==> config.mk <==
export PLATFORM = sky130hd
export DESIGN_NAME = mem_bus_arbiter
export DESIGN_NICKNAME = d
export VERILOG_FILES = /design/src/rtl/astra_bus_pkg.sv /design/src/rtl/arb_starve_timer.sv /design/src/rtl/mem_bus_arbiter.sv
export SDC_FILE = /design/constraint.sdc
export NUM_CORES = 1
export LEC_CHECK = 0
export ABC_AREA = 0
export BUFFER_PORTS_ARGS = -buffer_cell sky130_fd_sc_hd__buf_2
export CELL_PAD_IN_SITES_DETAIL_PLACEMENT = 1
export CELL_PAD_IN_SITES_GLOBAL_PLACEMENT = 1
export CORE_MARGIN = 10
export CORE_UTILIZATION = 30
export CTS_CLUSTER_SIZE = 24
export DETAILED_ROUTE_END_ITERATION = 8
export PLACE_DENSITY_LB_ADDON = 0.1
export SLEW_MARGIN = 0
export SYNTH_ARGS = -nofsm -noshare
export SYNTH_HDL_FRONTEND = slang
export SYNTH_HIERARCHICAL = 1
export SYNTH_SLANG_ARGS = --single-unit
==> constraint.sdc <==
create_clock -name clk -period 4.5 [get_ports clk]
set_clock_uncertainty 0.05 [all_clocks]
set_input_delay 0.225 -clock clk [delete_from_list [all_inputs] [get_ports clk]]
set_output_delay 0.225 -clock clk [all_outputs]
set_load 0.01 [all_outputs]
==> src/rtl/astra_bus_pkg.sv <==
// Shared encodings for the memory bus arbiter: RW polarity, read-return owner tag
// and arbiter state.
package astra_bus_pkg;

    localparam logic RW_READ  = 1'b1;
    localparam logic RW_WRITE = 1'b0;

    typedef enum logic {
        OWN_CPU = 1'b0,
        OWN_DMA = 1'b1
    } owner_e;

    typedef enum logic {
        CPU_PRI   = 1'b0,
        DMA_BURST = 1'b1
    } arb_state_e;

endpackage

==> src/rtl/arb_starve_timer.sv <==
// DMA starvation guard: counts denied DMA request cycles, then holds a bounded
// forced DMA burst. force_dma tells the grant logic to lock out the core.
module arb_starve_timer
    import astra_bus_pkg::*;
#(
    parameter int DMA_WAIT_MAX  = 8,
    parameter int DMA_MAX_BURST = 4
) (
    input  logic clk,
    input  logic rst,
    input  logic dma_req,
    input  logic dma_gnt,
    output logic force_dma
);

    localparam int SW = $clog2(DMA_WAIT_MAX + 1);
    localparam int BW = $clog2(DMA_MAX_BURST + 1);
    localparam logic [SW-1:0] STARVE_LAST = SW'(DMA_WAIT_MAX - 1);
    localparam logic [SW-1:0] STARVE_SAT  = SW'(DMA_WAIT_MAX);
    localparam logic [BW-1:0] BURST_LAST  = BW'(DMA_MAX_BURST - 1);

    arb_state_e    state, state_n;
    logic [SW-1:0] starve_cnt, starve_n;
    logic [BW-1:0] burst_cnt, burst_n;

    always_ff @(posedge clk) begin
        if (rst) begin
            state      <= CPU_PRI;
            starve_cnt <= '0;
            burst_cnt  <= '0;
        end else begin
            state      <= state_n;
            starve_cnt <= starve_n;
            burst_cnt  <= burst_n;
        end
    end

    always_comb begin
        state_n  = state;
        starve_n = starve_cnt;
        burst_n  = burst_cnt;
        unique case (state)
            CPU_PRI: begin
                if (dma_req && !dma_gnt) begin
                    // Switch on the edge where the count would reach the limit.
                    if (starve_cnt >= STARVE_LAST) begin
                        state_n  = DMA_BURST;
                        starve_n = STARVE_SAT;
                        burst_n  = '0;
                    end else begin
                        starve_n = starve_cnt + 1'b1;
                    end
                end else begin
                    starve_n = '0;
                end
            end
            DMA_BURST: begin
                starve_n = '0;
                if (!dma_req) begin
                    state_n = CPU_PRI;
                end else if (dma_gnt) begin
                    burst_n = burst_cnt + 1'b1;
                    if (burst_cnt >= BURST_LAST) begin
                        state_n = CPU_PRI;
                    end
                end
            end
            default: state_n = CPU_PRI;
        endcase
    end

    assign force_dma = (state == DMA_BURST) && dma_req;

endmodule

==> src/rtl/mem_bus_arbiter.sv <==
// Arbitrates the single synchronous RAM port between the 6502 core and a DMA
// requester; read data returns one cycle after grant, routed to the owning port.
module mem_bus_arbiter
    import astra_bus_pkg::*;
#(
    parameter int ADDR_W        = 16,
    parameter int DATA_W        = 8,
    parameter int DMA_WAIT_MAX  = 8,
    parameter int DMA_MAX_BURST = 4
) (
    input  logic              clk,
    input  logic              rst,
    input  logic              cpu_req,
    input  logic              cpu_rw,
    input  logic [ADDR_W-1:0] cpu_addr,
    input  logic [DATA_W-1:0] cpu_wdata,
    output logic              cpu_gnt,
    output logic              cpu_rvalid,
    output logic [DATA_W-1:0] cpu_rdata,
    input  logic              dma_req,
    input  logic              dma_rw,
    input  logic [ADDR_W-1:0] dma_addr,
    input  logic [DATA_W-1:0] dma_wdata,
    output logic              dma_gnt,
    output logic              dma_rvalid,
    output logic [DATA_W-1:0] dma_rdata,
    output logic [ADDR_W-1:0] mem_ad,
    output logic              mem_rw,
    output logic [DATA_W-1:0] mem_dout,
    input  logic [DATA_W-1:0] mem_din
);

    logic              force_dma;
    logic              rd_pending;
    owner_e            rd_owner;
    logic [DATA_W-1:0] cpu_rdata_q;
    logic [DATA_W-1:0] dma_rdata_q;

    arb_starve_timer #(
        .DMA_WAIT_MAX (DMA_WAIT_MAX),
        .DMA_MAX_BURST(DMA_MAX_BURST)
    ) u_starve (
        .clk      (clk),
        .rst      (rst),
        .dma_req  (dma_req),
        .dma_gnt  (dma_gnt),
        .force_dma(force_dma)
    );

    // A burst without a pending DMA request falls straight through to the core.
    always_comb begin
        cpu_gnt = !rst && cpu_req && !force_dma;
        dma_gnt = !rst && dma_req && !cpu_gnt;
    end

    always_comb begin
        mem_ad   = cpu_addr;
        mem_rw   = RW_READ;
        mem_dout = '0;
        if (cpu_gnt) begin
            mem_rw   = cpu_rw;
            mem_dout = cpu_wdata;
        end else if (dma_gnt) begin
            mem_ad   = dma_addr;
            mem_rw   = dma_rw;
            mem_dout = dma_wdata;
        end
    end

    always_comb begin
        cpu_rvalid = !rst && rd_pending && (rd_owner == OWN_CPU);
        dma_rvalid = !rst && rd_pending && (rd_owner == OWN_DMA);
        cpu_rdata  = rst ? '0 : (cpu_rvalid ? mem_din : cpu_rdata_q);
        dma_rdata  = rst ? '0 : (dma_rvalid ? mem_din : dma_rdata_q);
    end

    always_ff @(posedge clk) begin
        if (rst) begin
            rd_pending  <= 1'b0;
            rd_owner    <= OWN_CPU;
            cpu_rdata_q <= '0;
            dma_rdata_q <= '0;
        end else begin
            rd_pending <= (cpu_gnt && cpu_rw == RW_READ) || (dma_gnt && dma_rw == RW_READ);
            rd_owner   <= dma_gnt ? OWN_DMA : OWN_CPU;
            if (cpu_rvalid) cpu_rdata_q <= mem_din;
            if (dma_rvalid) dma_rdata_q <= mem_din;
        end
    end

endmodule

==> impl_metrics.py <==
metrics = {
    "status": {
        "status": "finished, final reports clean",
    },
    "sta": {
        "final.period_utilization": 0.5352,
        "setup-tns-final_ps": 0,
        "max_slew.worst_pin.slew_ps": 896.6,
        "finalWorstPathRequiredPeriod_ps": 2409,
        "report.final.slew_viol_count": 0,
        "fin_hold_ws_ps": 148.8,
        "fmax_mhz": 415.2,
        "final-setup-viol-count": 0,
        "timing.max_slew.rel_slack": 0.4010,
        "rsz0062_at_grt": "no",
        "count_of_final_hold_check_violations": 0,
    },
    "floorplan": {
        "core.rowCount": 25,
        "die_height_um": 90.57,
        "initial_utilization": 0.3122,
        "top_level_ports": 107,
        "die_x_um": 90.57,
        "die_outline_area_um2": 8202,
        "core_area_um2": 4786,
    },
    "finish": {
        "post_route_cells_drive_above_1_share": 0.4981,
        "syn_to_final_growth_pct": 40.20,
        "fin_nets": 333,
        "antenna-diode-count": 0,
    },
    "clock_tree": {
        "cts_tree": "yes",
        "postCtsHoldBufs": 0,
        "cts_htree_levels": 1,
        "clock-root-buffer": "sky130_fd_sc_hd__clkbuf_8",
        "buffer_depth_of_the_longest_clock_path": 2,
        "worstSkewPairLatency_ps": 270,
        "cts-buffers-inserted": 3,
        "post_cts_resized": 0,
        "post_cts_buffers": 0,
        "clkSlewWorstSetupHoldPaths_ps": 90,
        "cts_num_sinks": 26,
    },
    "global_route": {
        "first_global_vias": 1627,
        "grt_start_max_net_pins": 36,
        "antenna_violations_before_repair": 0,
        "grt-ovfl-total": 0,
        "grt_util_all_layers": 0.1264,
        "grt_first_pass_wirelength_um": 8583,
    },
    "worst_setup_path": {
        "crit_required_ps": 4220,
        "critical_path.cell_chain": "and2_2 > nand2b_4 > nand3b_4 > inv_1 > buf_2",
        "worst_r2r_path_depth": 7,
        "critical_path.max_stage_delay_ps": 510,
        "critical_path.slowest_cell": "sky130_fd_sc_hd__dfxtp_1",
        "cp_max_fo": 18,
        "setup.worst_path.class": "flop to primary output",
        "critical_path_depth": 5,
        "cpLargestDelayFamily": "simple AND/OR/NAND/NOR gates",
        "critical_path.n_buffers_inverters": 2,
        "critical_path_arrival_ps": 2130,
        "critPathCaptureType": "primary output",
        "timing.critical_path.from_type": "flop",
    },
    "power_and_ir_drop": {
        "power_frac_comb": 0.222,
        "power.share.sequential": 0.478,
        "clockPowerShare": 0.301,
        "vdd_drop_max_mv": 0.1384,
        "power_density_over_cell_area_nw_per_um2": 239.2,
        "p_int_mw": 0.3701,
        "net-switching-power_mw": 0.1310,
        "switching_share": 0.2614,
        "p_total_mw": 0.5011,
        "power.static_leakage_nw": 1.043,
    },
    "logic_synthesis": {
        "postSynth.asyncResetShare": 0,
        "ys_top_cells_by_area": "sky130_fd_sc_hd__dfxtp_1 (35%), sky130_fd_sc_hd__mux2_4 (8.0%), sky130_fd_sc_hd__a21oi_1 (6.4%), sky130_fd_sc_hd__nand3_1 (6.4%), sky130_fd_sc_hd__mux2_2 (6.0%)",
        "syn_area_per_cell_um2": 8.840,
        "count_of_flip_flops_with_a_built_in_enable_after_synthesis": 0,
        "synth_top_cells_by_count": "sky130_fd_sc_hd__dfxtp_1 (26), sky130_fd_sc_hd__a21oi_1 (19), sky130_fd_sc_hd__nand2_1 (19), sky130_fd_sc_hd__nand3_1 (19), sky130_fd_sc_hd__nor2_1 (13)",
        "synth.most_common_cell": "sky130_fd_sc_hd__dfxtp_1",
        "seq_area_frac_synth": 0.3484,
        "yosys_warnings": 6,
        "ys_ff_latch": 26,
        "synthDistinctLibCells": 38,
        "synth.largest_area_cell": "sky130_fd_sc_hd__dfxtp_1",
        "post-synth-top-area-fraction": 0.3484,
        "syn_area_um2": 1494,
        "dominantRegCellSynth": "sky130_fd_sc_hd__dfxtp_1",
        "synth_fp_nets": 234,
        "synthesis.instances": 169,
    },
    "drt": {
        "aggregate_routed_wire_length_um": 5417,
        "final_antenna_net_count": 0,
        "routed_wire_length_per_instance_um": 16.22,
        "drcViolationCount": 0,
        "drt_pass1_iterations": 4,
        "vias": 1544,
        "detail_route.iter0.violations": 66,
        "route.detailed.vias_per_inst": 4.623,
    },
    "placed_design": {
        "hpwl_um": 4528,
        "place_congestion": 0.6807,
        "port_buffers": 106,
    },
    "min_path": {
        "timing.hold.worst_path_depth": 3,
        "hold_path_class": "primary input to flop",
    },
    "run": {
        "maxCapViolCount": 0,
    },
}
[power groups by stage]
stage,logic (mW),registers (mW),clock network (mW)
after floorplan,0.0606,0.242,0
after global placement,0.113,0.245,0
after detailed placement,0.114,0.245,0
after CTS,0.114,0.239,0.160
after global routing,0.124,0.240,0.168
final,0.111,0.239,0.151
[final cells by class]
class	instances	area (um2)
repair buffers	106	530.5
multi-input cells	127	889.6
inverters	4	15.01
flip-flops and latches	26	520.5
clock buffers	4	55.05
well taps	67	83.83
fillers	618	2691
[tightest hold or removal path, delay by kind of cell]
kind	cells	cell delay, ps
compound gates	1	50
buf+inv	1	100
simple gates	1	50
[layout by cell type (no fill, tap or decap), types with 2 or more instances in the layout]
master,count
sky130_fd_sc_hd__clkbuf_8,4
sky130_fd_sc_hd__a31oi_1,2
sky130_fd_sc_hd__ha_1,3
sky130_fd_sc_hd__buf_2,106
sky130_fd_sc_hd__a21boi_0,2
sky130_fd_sc_hd__nor3b_1,2
sky130_fd_sc_hd__dfxtp_1,26
sky130_fd_sc_hd__a21oi_1,19
sky130_fd_sc_hd__mux2i_1,8
sky130_fd_sc_hd__o31ai_1,2
sky130_fd_sc_hd__nor2_1,13
sky130_fd_sc_hd__mux2_4,8
sky130_fd_sc_hd__mux2_2,8
sky130_fd_sc_hd__inv_1,4
sky130_fd_sc_hd__nand3_1,19
sky130_fd_sc_hd__nand2b_1,3
sky130_fd_sc_hd__nand2_1,19
[path summary, 6_finish.rpt]
check                                          from                                 end  slack, ps
setup / recovery          u_starve/state$_SDFF_PP0_                             dma_gnt       2090
hold / removal                               cpu_rw               rd_pending$_SDFF_PP0_        150
setup reg to reg          u_starve/state$_SDFF_PP0_  u_starve/burst_cnt[1]$_SDFFE_PP0P_       2310
hold reg to reg   u_starve/starve_cnt[0]$_SDFF_PP0_   u_starve/starve_cnt[0]$_SDFF_PP0_        400
[metrics by stage]
| step | instances | area (um2) | util | setup slack, ps |
|---|---|---|---|---|
| 2_1_floorplan | 169 | 1494 | - | 2637 |
| 3_3_place_gp | 330 | 2039 | 0.4261 | 2276 |
| 3_5_place_dp | 330 | 2039 | 0.4261 | 2230 |
| 4_1_cts | 334 | 2095 | 0.4376 | 2055 |
| 5_1_grt | 334 | 2095 | 0.4376 | 1889 |
| 6_report | 334 | 2095 | 0.4376 | 2092 |
[cell families after synthesis]
family / synth area share
AND/OR/NAND/NOR: 0.2555
AO/OA/AOI/OAI: 0.1206
flip-flops: 0.3484
multiplexers: 0.1943
buffers and inverters: 0.05611
adder cells (fa/ha/maj): 0.02513
[routing by layer]
layer | track usage | part of all wire | routed length (um) | vias to the layer above
met5 | 0 | 0 | 0 | -
met4 | 0.03050 | 0.011 | 59 | 0
met3 | 0.04821 | 0.068 | 367 | 6
met2 | 0.2392 | 0.55 | 2953 | 45
met1 | 0.1255 | 0.38 | 2036 | 708
li1 | - | - | - | 785
[state kept, by name (all words and copies together) (netlist names)]
| name | cells |
|---|---|
| cpu_rdata_q | 8 |
| dma_rdata_q | 8 |
| rd_pending | 1 |
| rd_owner | 1 |
| u_starve/burst_cnt | 3 |
| u_starve/state | 1 |
| u_starve/starve_cnt | 4 |
Power figures use the tool's default switching activity.
